==> src/rtl/isr_dispatch_if.sv <==
// Valid/ready request and response streams between a producer/consumer and the
// isr_dispatch sequencer.
interface isr_dispatch_if #(
    parameter int unsigned TAG_W = 4
);
    logic             in_valid;
    logic             in_ready;
    logic [63:0]      in_value;
    logic [TAG_W-1:0] in_tag;
    logic             out_valid;
    logic             out_ready;
    logic [31:0]      out_result;
    logic [TAG_W-1:0] out_tag;
    logic             out_timeout;

    modport master (
        output in_valid, in_value, in_tag, out_ready,
        input  in_ready, out_valid, out_result, out_tag, out_timeout
    );

    modport slave (
        input  in_valid, in_value, in_tag, out_ready,
        output in_ready, out_valid, out_result, out_tag, out_timeout
    );
endinterface

==> src/rtl/isr_dispatch.sv <==
// Buffers radicands, launches them one at a time into an external ISR core,
// and returns roots (or watchdog timeouts) on a buffered output stream.
module isr_dispatch #(
    parameter int unsigned IN_DEPTH  = 4,
    parameter int unsigned OUT_DEPTH = 4,
    parameter int unsigned TIMEOUT   = 1023,
    parameter int unsigned TAG_W     = 4
) (
    input  logic               clock,
    input  logic               reset,
    isr_dispatch_if.slave      bus,
    output logic               busy,
    output logic               core_reset,
    output logic [63:0]        core_value,
    input  logic [31:0]        core_result,
    input  logic               core_done
);
    localparam int unsigned IN_AW  = $clog2(IN_DEPTH);
    localparam int unsigned OUT_AW = $clog2(OUT_DEPTH);
    localparam int unsigned OUT_W  = TAG_W + 33;
    localparam logic [IN_AW:0]  InFull     = IN_DEPTH[IN_AW:0];
    localparam logic [OUT_AW:0] OutFull    = OUT_DEPTH[OUT_AW:0];
    localparam logic [11:0]     TimeoutVal = TIMEOUT[11:0];

    typedef enum logic [1:0] {StIdle, StLoad, StGuard, StRun} state_e;

    state_e state_q, state_d;

    // Input FIFO
    logic [TAG_W+63:0] in_mem [IN_DEPTH];
    logic [IN_AW-1:0]  in_wr_q, in_rd_q;
    logic [IN_AW:0]    in_cnt_q;
    logic              in_push, in_pop;

    // Output FIFO
    logic [OUT_W-1:0]  out_mem [OUT_DEPTH];
    logic [OUT_AW-1:0] out_wr_q, out_rd_q;
    logic [OUT_AW:0]   out_cnt_q;
    logic              out_push, out_pop;
    logic [OUT_W-1:0]  out_data, out_head;

    logic [TAG_W-1:0]  job_tag_q;
    logic [11:0]       timer_q;
    logic              launch_ok;
    logic              timed_out;

    assign bus.in_ready = !reset && (in_cnt_q != InFull);
    assign in_push      = bus.in_valid && bus.in_ready;

    always_ff @(posedge clock) begin
        if (reset) begin
            in_wr_q  <= '0;
            in_rd_q  <= '0;
            in_cnt_q <= '0;
        end else begin
            if (in_push) in_wr_q <= in_wr_q + 1'b1;
            if (in_pop)  in_rd_q <= in_rd_q + 1'b1;
            case ({in_push, in_pop})
                2'b10:   in_cnt_q <= in_cnt_q + 1'b1;
                2'b01:   in_cnt_q <= in_cnt_q - 1'b1;
                default: ;
            endcase
        end
    end

    always_ff @(posedge clock) begin
        if (in_push) in_mem[in_wr_q] <= {bus.in_tag, bus.in_value};
    end

    assign bus.out_valid = (out_cnt_q != '0);
    assign out_pop       = bus.out_valid && bus.out_ready;
    assign out_head      = out_mem[out_rd_q];

    // Head is masked while empty so the stream reads as all-zero after reset.
    assign bus.out_tag     = bus.out_valid ? out_head[OUT_W-1 -: TAG_W] : '0;
    assign bus.out_result  = bus.out_valid ? out_head[32:1] : '0;
    assign bus.out_timeout = bus.out_valid && out_head[0];

    always_ff @(posedge clock) begin
        if (reset) begin
            out_wr_q  <= '0;
            out_rd_q  <= '0;
            out_cnt_q <= '0;
        end else begin
            if (out_push) out_wr_q <= out_wr_q + 1'b1;
            if (out_pop)  out_rd_q <= out_rd_q + 1'b1;
            case ({out_push, out_pop})
                2'b10:   out_cnt_q <= out_cnt_q + 1'b1;
                2'b01:   out_cnt_q <= out_cnt_q - 1'b1;
                default: ;
            endcase
        end
    end

    always_ff @(posedge clock) begin
        if (out_push) out_mem[out_wr_q] <= out_data;
    end

    // Reserving an output slot at launch means a completion can never be dropped.
    assign launch_ok = (in_cnt_q != '0) && (out_cnt_q != OutFull);
    assign timed_out = (timer_q == TimeoutVal);

    always_ff @(posedge clock) begin
        if (reset) state_q <= StIdle;
        else       state_q <= state_d;
    end

    always_comb begin
        state_d = state_q;
        unique case (state_q)
            StIdle:  if (launch_ok) state_d = StLoad;
            StLoad:  state_d = StGuard;
            StGuard: state_d = StRun;
            StRun:   if (core_done || timed_out) state_d = StIdle;
        endcase
    end

    always_comb begin
        in_pop     = 1'b0;
        out_push   = 1'b0;
        out_data   = '0;
        core_reset = reset;
        busy       = (state_q != StIdle);
        unique case (state_q)
            StIdle:  in_pop = launch_ok;
            StLoad:  core_reset = 1'b1;
            StGuard: ;
            StRun: begin
                if (core_done) begin
                    out_push = 1'b1;
                    out_data = {job_tag_q, core_result, 1'b0};
                end else if (timed_out) begin
                    out_push = 1'b1;
                    out_data = {job_tag_q, 32'h0, 1'b1};
                end
            end
        endcase
    end

    always_ff @(posedge clock) begin
        if (reset) begin
            core_value <= '0;
            job_tag_q  <= '0;
            timer_q    <= '0;
        end else begin
            if (in_pop) {job_tag_q, core_value} <= in_mem[in_rd_q];
            if (state_q == StGuard)    timer_q <= '0;
            else if (state_q == StRun) timer_q <= timer_q + 1'b1;
        end
    end
endmodule

==> src/flat_wrapper.sv <==
// flat-port wrapper written by rule: the top's interface ports become plain ports
module isr_dispatch_flat 
#(
    parameter int unsigned IN_DEPTH  = 4,
    parameter int unsigned OUT_DEPTH = 4,
    parameter int unsigned TIMEOUT   = 1023,
    parameter int unsigned TAG_W     = 4
)
  (clock, reset, busy, core_reset, core_value, core_result, core_done, bus_in_valid, bus_in_value, bus_in_tag, bus_out_ready, bus_in_ready, bus_out_valid, bus_out_result, bus_out_tag, bus_out_timeout);
  isr_dispatch_if #(.TAG_W(TAG_W)) bus_i ();
  input  logic clock;
  input  logic reset;
  output logic busy;
  output logic core_reset;
  output logic [63:0] core_value;
  input  logic [31:0] core_result;
  input  logic core_done;
  input wire logic [$bits(bus_i.in_valid)-1:0] bus_in_valid;
  input wire logic [$bits(bus_i.in_value)-1:0] bus_in_value;
  input wire logic [$bits(bus_i.in_tag)-1:0] bus_in_tag;
  input wire logic [$bits(bus_i.out_ready)-1:0] bus_out_ready;
  output wire logic [$bits(bus_i.in_ready)-1:0] bus_in_ready;
  output wire logic [$bits(bus_i.out_valid)-1:0] bus_out_valid;
  output wire logic [$bits(bus_i.out_result)-1:0] bus_out_result;
  output wire logic [$bits(bus_i.out_tag)-1:0] bus_out_tag;
  output wire logic [$bits(bus_i.out_timeout)-1:0] bus_out_timeout;
  assign bus_i.in_valid = bus_in_valid;
  assign bus_i.in_value = bus_in_value;
  assign bus_i.in_tag = bus_in_tag;
  assign bus_i.out_ready = bus_out_ready;
  assign bus_in_ready = bus_i.in_ready;
  assign bus_out_valid = bus_i.out_valid;
  assign bus_out_result = bus_i.out_result;
  assign bus_out_tag = bus_i.out_tag;
  assign bus_out_timeout = bus_i.out_timeout;
  isr_dispatch #(.IN_DEPTH(IN_DEPTH), .OUT_DEPTH(OUT_DEPTH), .TIMEOUT(TIMEOUT), .TAG_W(TAG_W)) u_core (.clock(clock), .reset(reset), .bus(bus_i), .busy(busy), .core_reset(core_reset), .core_value(core_value), .core_result(core_result), .core_done(core_done));
endmodule
==> config.mk <==
export PLATFORM = sky130hd
export DESIGN_NAME = isr_dispatch_flat
export DESIGN_NICKNAME = d
export VERILOG_FILES = /design/src/rtl/isr_dispatch_if.sv /design/src/rtl/isr_dispatch.sv /design/src/flat_wrapper.sv
export SDC_FILE = /design/constraint.sdc
export NUM_CORES = 1
export LEC_CHECK = 0
export BUFFER_PORTS_ARGS = -buffer_cell sky130_fd_sc_hd__buf_4
export CAP_MARGIN = 20
export CELL_PAD_IN_SITES_DETAIL_PLACEMENT = 1
export CELL_PAD_IN_SITES_GLOBAL_PLACEMENT = 2
export CORE_MARGIN = 5
export CORE_UTILIZATION = 36
export CTS_CLUSTER_DIAMETER = 200
export DETAILED_ROUTE_END_ITERATION = 16
export PLACE_DENSITY = 0.71
export SLEW_MARGIN = 5
export SYNTH_ARGS = -nofsm -noshare
export SYNTH_HDL_FRONTEND = slang
export SYNTH_SLANG_ARGS = --single-unit
==> constraint.sdc <==
create_clock -name clock -period 3.8 [get_ports clock]
set_input_delay 0.57 -clock clock [delete_from_list [all_inputs] [get_ports clock]]
set_output_delay 0.57 -clock clock [all_outputs]
set_load 0.01 [all_outputs]
# Yosys cells after proc, flatten, opt, wreduce, memory -nomap -nowiden
# Memories as Yosys holds them, arrays and structs flattened. A register that Yosys moved wholly into a read port is not among the register bits.
# Cells that the tools add are included.
[totals]
reg_bits = 28
ramBits = 420
inputBits = 105
n_memories = 2
[memory_table]
columns = ["name", "words", "width", "rd", "rd_ports_with_merged_regs", "write_ports", "line", "text"]
rows = [
  ["u_core.in_mem", 4, 68, 1, 1, 1, "isr_dispatch.sv:30", "logic [TAG_W+63:0] in_mem [IN_DEPTH];"],
  ["u_core.out_mem", 4, 37, 1, 1, 1, "isr_dispatch.sv:36", "logic [OUT_W-1:0] out_mem [OUT_DEPTH];"],
]
[classes]
add_sub_neg = 9
eq_ne = 12
mux = 21
reduce_logical = 15
[op_table]
columns = ["operator", "count"]
rows = [
  ["$mux W37", 3],
  ["$mux W32", 1],
  ["$add A12 B1 Y12 const B", 1],
  ["$eq A12 B10 Y1 const B", 1],
  ["$pmux W3 S2", 2],
  ["$mux W1", 9],
  ["$add A2 B1 Y2 const B", 4],
  ["$eq A2 B2 Y1 const B", 4],
  ["$mux W2", 4],
  ["$pmux W2 S4", 1],
  ["$add A3 B1 Y3 const B", 2],
  ["$eq A2 B1 Y1 const B", 3],
  ["$ne A3 B3 Y1 const B", 2],
  ["$reduce_bool A2 Y1", 3],
  ["$reduce_bool A3 Y1", 2],
  ["$sub A3 B1 Y3 const B", 2],
  ["$logic_and A1 B1 Y1", 5],
  ["$mux W4", 1],
  ["$ne A2 B1 Y1 const B", 2],
  ["$logic_not A2 Y1", 1],
  ["$reduce_and A2 Y1", 1],
  ["$reduce_or A2 Y1", 1],
  ["$logic_not A1 Y1", 1],
  ["$logic_or A1 B1 Y1", 1],
]

# Depth between registers and ports, before layout
# Gate-level depths: netlist of the first run.
[depth]
ltp_word = 6
mapped_depth = 12
mapped_depth_nobuf = 11

# Least setup slack after synthesis of the first run
# No wires, ideal clock.
[synth_path]
path_kind = "input -> register"
start = "in reset"
end = "mem u_core.in_mem[1][0] in the netlist's numbering, enable pin"
setup_time_ps = 433
t_arrival_ps = 2933
required_ps = 3367
path_slack_ps = 434
stages = 3
path_buffers = 1
cell_sequence = "clkbuf_1 a211oi_1 and2_1"
[synth_via]
elab_chain_cells = 5
[synth_rtl]
columns = ["item", "line", "text"]
rows = [
  ["start: declaration", "flat_wrapper.sv:12", "input logic reset;"],
  ["$logic_not A1 Y1", "isr_dispatch.sv:47", "assign bus.in_ready = !reset && (in_cnt_q != InFull);"],
  ["$logic_and A1 B1 Y1", "isr_dispatch.sv:47", ""],
  ["$logic_and A1 B1 Y1", "isr_dispatch.sv:48", "assign in_push = bus.in_valid && bus.in_ready;"],
  ["$mux W1", "isr_dispatch.sv:67", "if (in_push) in_mem[in_wr_q] <= {bus.in_tag, bus.in_value};"],
  ["$mux W1 (not written as such)", "isr_dispatch.sv:67", ""],
  ["end: declaration", "isr_dispatch.sv:30", ""],
]
# No other way between the ends.

==> results of run 1 <==
-- worst max-delay path, cell delays in order (launching register included) --
cell                      delay, ns
sky130_fd_sc_hd__dfxtp_2       0.80
sky130_fd_sc_hd__buf_4         0.31
sky130_fd_sc_hd__mux4_2        0.32
sky130_fd_sc_hd__and2_1        0.17
sky130_fd_sc_hd__buf_4         0.14
-- layer usage --
metal  GRT usage  vias up  part of all wire
met1       0.193     5289              0.43
met2       0.247      194              0.49
met4      0.0370        8             0.021
met3      0.0417       71             0.057
li1            -     4698                 -
met5           0        -            0.0014
-- kinds of logic (layout without fill, tap and decap cells) --
logic type	Yosys count	in the layout	share of synthesized area
adders and majority gates	17	17	0.0117
muxes	108	108	0.123
other	0	3	0
buffers and inverters	79	354	0.0165
and+or+nand+nor	279	279	0.0683
DFF	518	518	0.748
xor gates and xnor gates	17	17	0.00764
AOI/OAI and AO/OA	90	90	0.0249
-- final cells by class --
type / count / area [µm²]
fillers: 5187 / 30000
repair buffers: 235 / 1870
multi-input cells: 511 / 4610
diodes: 3 / 7.51
flip-flops and latches: 518 / 14600
clock buffers: 82 / 1500
clock inverters: 19 / 176
inverters: 18 / 67.6
well taps: 696 / 871
-- cell usage after synthesis (3+ instances only) --
library cell / count / area (µm²)
sky130_fd_sc_hd__edfxtp_1: 420 / 12600
sky130_fd_sc_hd__xnor2_1: 8 / 70.1
sky130_fd_sc_hd__a21oi_1: 76 / 380
sky130_fd_sc_hd__dfxtp_1: 98 / 1960
sky130_fd_sc_hd__clkbuf_1: 41 / 154
sky130_fd_sc_hd__or3_1: 6 / 37.5
sky130_fd_sc_hd__and3_1: 32 / 200
sky130_fd_sc_hd__nand3_1: 4 / 20.0
sky130_fd_sc_hd__mux2i_1: 3 / 30.0
sky130_fd_sc_hd__o21ai_0: 5 / 25.0
sky130_fd_sc_hd__buf_2: 17 / 85.1
sky130_fd_sc_hd__inv_1: 17 / 63.8
sky130_fd_sc_hd__nand2_1: 143 / 537
sky130_fd_sc_hd__nor2_1: 25 / 93.8
sky130_fd_sc_hd__and2_1: 50 / 313
sky130_fd_sc_hd__ha_1: 15 / 188
sky130_fd_sc_hd__a211oi_1: 3 / 22.5
sky130_fd_sc_hd__nor3_1: 3 / 15.0
sky130_fd_sc_hd__xor2_1: 9 / 78.8
sky130_fd_sc_hd__mux4_2: 105 / 2360
sky130_fd_sc_hd__nand4_1: 5 / 31.3
-- state kept, by name, summed over array words and instances, names as in the netlist, named ones only --
register,flops
u_core.in_cnt_q,3
u_core.in_rd_q,2
u_core.in_wr_q,2
u_core.out_wr_q,2
u_core.state_q,2
u_core.job_tag_q,4
u_core.out_cnt_q,3
u_core.timer_q,12
u_core.core_value,64
u_core.in_mem,272
u_core.out_mem,148
u_core.out_rd_q,2
-- worst min path at each step --
stage / startpoint / endpoint / slack (ns) / cells past startpoint
2_1_floorplan: u_core.job_tag_q[0] / u_core.job_tag_q[0] / 0.43 / 2
3_3_place_gp: u_core.core_value[47] / u_core.core_value[47] / 0.45 / 2
3_5_place_dp: u_core.core_value[22] / u_core.core_value[22] / 0.45 / 2
4_1_cts: bus_in_value[59] / u_core.in_mem[1][59] / 0.13 / 1
5_1_grt: bus_in_value[10] / u_core.in_mem[3][10] / 0.14 / 1
6_report: bus_in_tag[0] / u_core.in_mem[2][64] / 0.18 / 1
-- layout by cell type (no fill, tap or decap), types with 9 or more instances in the layout --
master	count
sky130_fd_sc_hd__and3_1	32
sky130_fd_sc_hd__nand2_1	143
sky130_fd_sc_hd__dfxtp_1	94
sky130_fd_sc_hd__a21oi_1	76
sky130_fd_sc_hd__clkbuf_16	54
sky130_fd_sc_hd__nor2_1	25
sky130_fd_sc_hd__mux4_2	105
sky130_fd_sc_hd__clkbuf_1	24
sky130_fd_sc_hd__ha_1	15
sky130_fd_sc_hd__inv_1	17
sky130_fd_sc_hd__and2_1	42
sky130_fd_sc_hd__buf_4	228
sky130_fd_sc_hd__xor2_1	9
sky130_fd_sc_hd__edfxtp_1	420
-- metrics by stage --
step                setup slack (ns)  power (µW)  cell area [µm²]  instances
floorplan                      0.434        8770            19500       1108
global placement                1.24       10100            21900       1976
detailed placement              1.23       10100            21900       1976
CTS                            0.784       15200            23600       2077
global route                   0.749       15700            23700       2080
finish                         0.888       14900            23700       2082
-- where the power goes --
part / switching [µW] / internal [µW]
combinational: 1660 / 1250
sequential: 342 / 6650
clock: 2140 / 2860
==> impl_metrics.ini, run 1 <==
[status]
status = finished clean

[clocking]
cts_tree = built
buffer_cell_driving_the_clock_tree_root = sky130_fd_sc_hd__clkbuf_16
worst_setup_hold_path_clk_slew_ns = 0.06
cts_hold_buffers = 0
clkSinkCount = 518
clock_path_buffers = 3
cts_made_buffers = 54
cts_post_setup_buffers_inserted = 0
ctsHtreeMaxLevel = 2
post_cts_resize_count = 0
worstSkewPairLatency_ns = 0.59

[routing]
detail_route.vias_per_cell = 4.93
routed_wl_um = 44200
drt-wirelength-per-cell_um = 21.2
first_iter_violations = 554
drc_errors = 0
drtPass1Iterations = 5
num_vias = 10260
route.antenna.remaining_nets = 0

[yosys]
synthesis.area_per_instance_um2 = 17.6
mapped_cell_area_um2 = 19500
postSynth.asyncResetShare = 0
register_area_share_after_synthesis = 0.748
synth_top_flop_cell = sky130_fd_sc_hd__edfxtp_1
yosysWarningCount = 0
synth_cell_type_count = 38
number_of_enable_flip_flop_cells_after_synthesis = 420
postSynthCellCount = 1108
postSynthNetCount = 1230
ys_ff_latch = 518

[global_routing]
number_of_global_route_vias_before_repair = 11375
antenna_found_initial = 7
grt.overflow.total = 0
grt_use_total = 0.148
global_route_wire_length_before_repair_um = 68300
pin_count_of_the_biggest_net_entering_global_routing = 89

[pwr]
power.static_leakage_uw = 0.00833
ir_drop_mv = 0.513
power_density_nw_per_um2 = 629

[setup_path]
r2r.worst_path.cells = 6
end_kind = output pin
setup.reg_to_reg.worst_slack_ns = 1.24
worstSetupPathType = flip-flop to output pin
reg2reg_from = u_core.timer_q[1]
crit_start_category = flip-flop
critPathArrivalTime_ns = 2.34
crit_path_max_fanout = 26
required_ns = 3.23
r2r-end = u_core.out_mem[1][13]
setup.worst_path.end = bus_out_result[31]

[place]
numPortBuffers = 209
dpl.hpwl_um = 26600
gp_routability_congestion = 0.709

[die]
dieArea_um2 = 58900
boundaryPins = 210
starting_density_of_the_core = 0.363
rows = 85
die_y_um = 243
floorplan.core_area_um2 = 53700
dieWidth_um = 243

[timing]
holdWs_ns = 0.177
setup_viol = 0
timing.slew.headroom = 0.386
slew_violations = 0
max_slew.worst_pin.slew_ns = 0.921
finalWorstPathRequiredPeriod_ns = 2.91
tns_ns = 0
period_share = 0.766
fmax_mhz = 343
timing_hold_violations_final = 0
rsz0062_at_grt = no
clock-skew-final_ns = 0.0258

[cells_and_area]
finalNetCount = 1460
area_growth_syn_to_layout_pct = 21.5
drive_above_1_share = 0.312
finalCoreUtilization = 0.441

[min_path]
min-delay-path-class = primary input to flip-flop

[flow_run]
maxCapViolCount = 0
Note: power is estimated with default switching activity, not from simulation.
==> inputs of run 2 (changes only) <==
clock period = 2.8 ns   (was 3.8 ns; I/O delays follow)
==> run 2 against run 1 <==
Sequential cell count unchanged. Non-clock buffer count is 52 higher. Utilization up 1.3 points. Cell count up 2.5%. Hold slack got worse by 0.14 ns. Clock skew is 0.011 ns higher. Worst setup slack lost 0.76 ns. Critical path depth is the same. Wire length up 3.6%. Count of clock-buffer cells in the layout down 4. Final area rose by 2.9%.
==> impl_metrics.ini, run 2 (synthesized netlist as in run 1, its figures left out) <==
[die]
rows = 85
dieArea_um2 = 58900
starting_density_of_the_core = 0.363
dieWidth_um = 243
boundaryPins = 210
floorplan.core_area_um2 = 53700
die_y_um = 243

[timing]
clock-skew-final_ns = 0.0365
finalWorstSetupSlack_ns = 0.128
tns_ns = 0
timing.slew.headroom = 0.352
timing_hold_violations_final = 0
holdWs_ns = 0.0335
fmax_mhz = 374
slew_violations = 0
finalWorstPathRequiredPeriod_ns = 2.67
setup_viol = 0
period_share = 0.954
rsz0062_at_grt = no
max_slew.worst_pin.slew_ns = 0.972

[routing]
routed_wl_um = 45800
route.antenna.remaining_nets = 0
num_vias = 10586
drc_errors = 0
detail_route.vias_per_cell = 4.96
first_iter_violations = 479
drt-wirelength-per-cell_um = 21.4
drtPass1Iterations = 4

[cells_and_area]
largest_register_ff_count = 272
finalNetCount = 1512
largest-register = u_core.in_mem
area_growth_syn_to_layout_pct = 25.0
mostFrequentLayoutCell = sky130_fd_sc_hd__edfxtp_1
stdcell_area_um2 = 24400
fillerInstances = 5180
reg_top3 = u_core.in_mem: 272 flops, u_core.out_mem: 148 flops, u_core.core_value: 64 flops
layout_common_cells = sky130_fd_sc_hd__edfxtp_1, sky130_fd_sc_hd__buf_4, sky130_fd_sc_hd__nand2_1
drive_above_1_share = 0.313

[global_routing]
global_route_wire_length_before_repair_um = 70700
antenna_found_initial = 7
pin_count_of_the_biggest_net_entering_global_routing = 70
number_of_global_route_vias_before_repair = 11554
grt_use_total = 0.154
grt.overflow.total = 0

[place]
placed_area_um2 = 22100
dpl.hpwl_um = 28100
numPortBuffers = 209
post_placement_worst_setup_slack_ns = 0.335
gp_routability_congestion = 0.698

[min_path]
min-delay-path-class = primary input to flip-flop

[clocking]
cts_tree = built
cts_made_buffers = 54
ctsHtreeMaxLevel = 2
clock_path_buffers = 3
worstSkewPairLatency_ns = 0.61
clkSinkCount = 518
buffer_cell_driving_the_clock_tree_root = sky130_fd_sc_hd__clkbuf_16
post_cts_resize_count = 0
worst_setup_hold_path_clk_slew_ns = 0.06

[setup_path]
end_kind = output pin
crit_start_category = flip-flop
required_ns = 2.38
critPathArrivalTime_ns = 2.25
crit_path_max_fanout = 8
worstSetupPathType = flip-flop to output pin

[pwr]
power_density_nw_per_um2 = 851
total_power_uw = 20700
power.static_leakage_uw = 0.00864
ir_drop_mv = 0.607

[flow_run]
maxCapViolCount = 0

[status]
status = finished clean
run 2: changes by cell type in the layout (fill, tap and decap cells not counted), moves of 3 or more:
cell and delta:
sky130_fd_sc_hd__dlygate4sd3_1 +42, sky130_fd_sc_hd__buf_12 +9, sky130_fd_sc_hd__clkbuf_1 -7, sky130_fd_sc_hd__buf_4 +3, sky130_fd_sc_hd__clkinv_2 +3
run 2: layout make-up:
| class | instances | area [µm²] | share of cell area |
|---|---|---|---|
| Antenna cell | 3 | 7.51 | 0.000308 |
| Clock buffer | 78 | 1520 | 0.0625 |
| Sequential cell | 518 | 14600 | 0.599 |
| Multi-Input combinational cell | 511 | 4610 | 0.189 |
| Timing Repair Buffer | 287 | 2430 | 0.100 |
| Clock inverter | 24 | 267 | 0.0109 |
| Tap cell | 696 | 871 | 0.0357 |
| Inverter | 18 | 67.6 | 0.00277 |
run 2: critical path, stage by stage (launching register included):
cell                      delay [ns]
sky130_fd_sc_hd__dfxtp_2        0.55
sky130_fd_sc_hd__buf_4          0.25
sky130_fd_sc_hd__mux4_2         0.50
sky130_fd_sc_hd__and2_1         0.21
sky130_fd_sc_hd__buf_4          0.16
run 2: what timing repair did:
action,in CTS,in global routing
hold endpoints to repair,134,4
hold buffers,40,2
buffers inserted,0,0
run 2: final timing paths:
path              slack (ns)  depth (start not counted)                   from               endpoint
setup / recovery        0.13                          4              flip-flop      bus_out_result[4]
hold reg to reg         0.46                          2  u_core.core_value[25]  u_core.core_value[25]
hold / removal          0.03                          1       bus_in_value[47]   u_core.in_mem[0][47]
setup reg to reg        0.30                         10      u_core.timer_q[0]    u_core.out_cnt_q[2]
run 2: report_power, final:
part	leakage (µW)	switching, µW	internal [µW]
Combinational	0.00292	2320	1760
Clock	0.000872	2970	4170
Sequential	0.00484	467	9020
run 2: layer usage:
layer | wire length (µm) | share of wire | track usage | vias to the layer above
met2 | 23000 | 0.50 | 0.266 | 226
li1 | - | - | - | 4790
met1 | 19500 | 0.43 | 0.198 | 5511
met5 | 49 | 0.0011 | 0 | -
met3 | 2560 | 0.056 | 0.0414 | 53
met4 | 676 | 0.015 | 0.0277 | 6
run 2: metrics by stage:
stage	util	std cells
6_report	0.454	2135
5_1_grt	0.454	2134
4_1_cts	0.453	2130
3_5_place_dp	0.412	1988
3_3_place_gp	0.412	1988
2_1_floorplan	-	1108
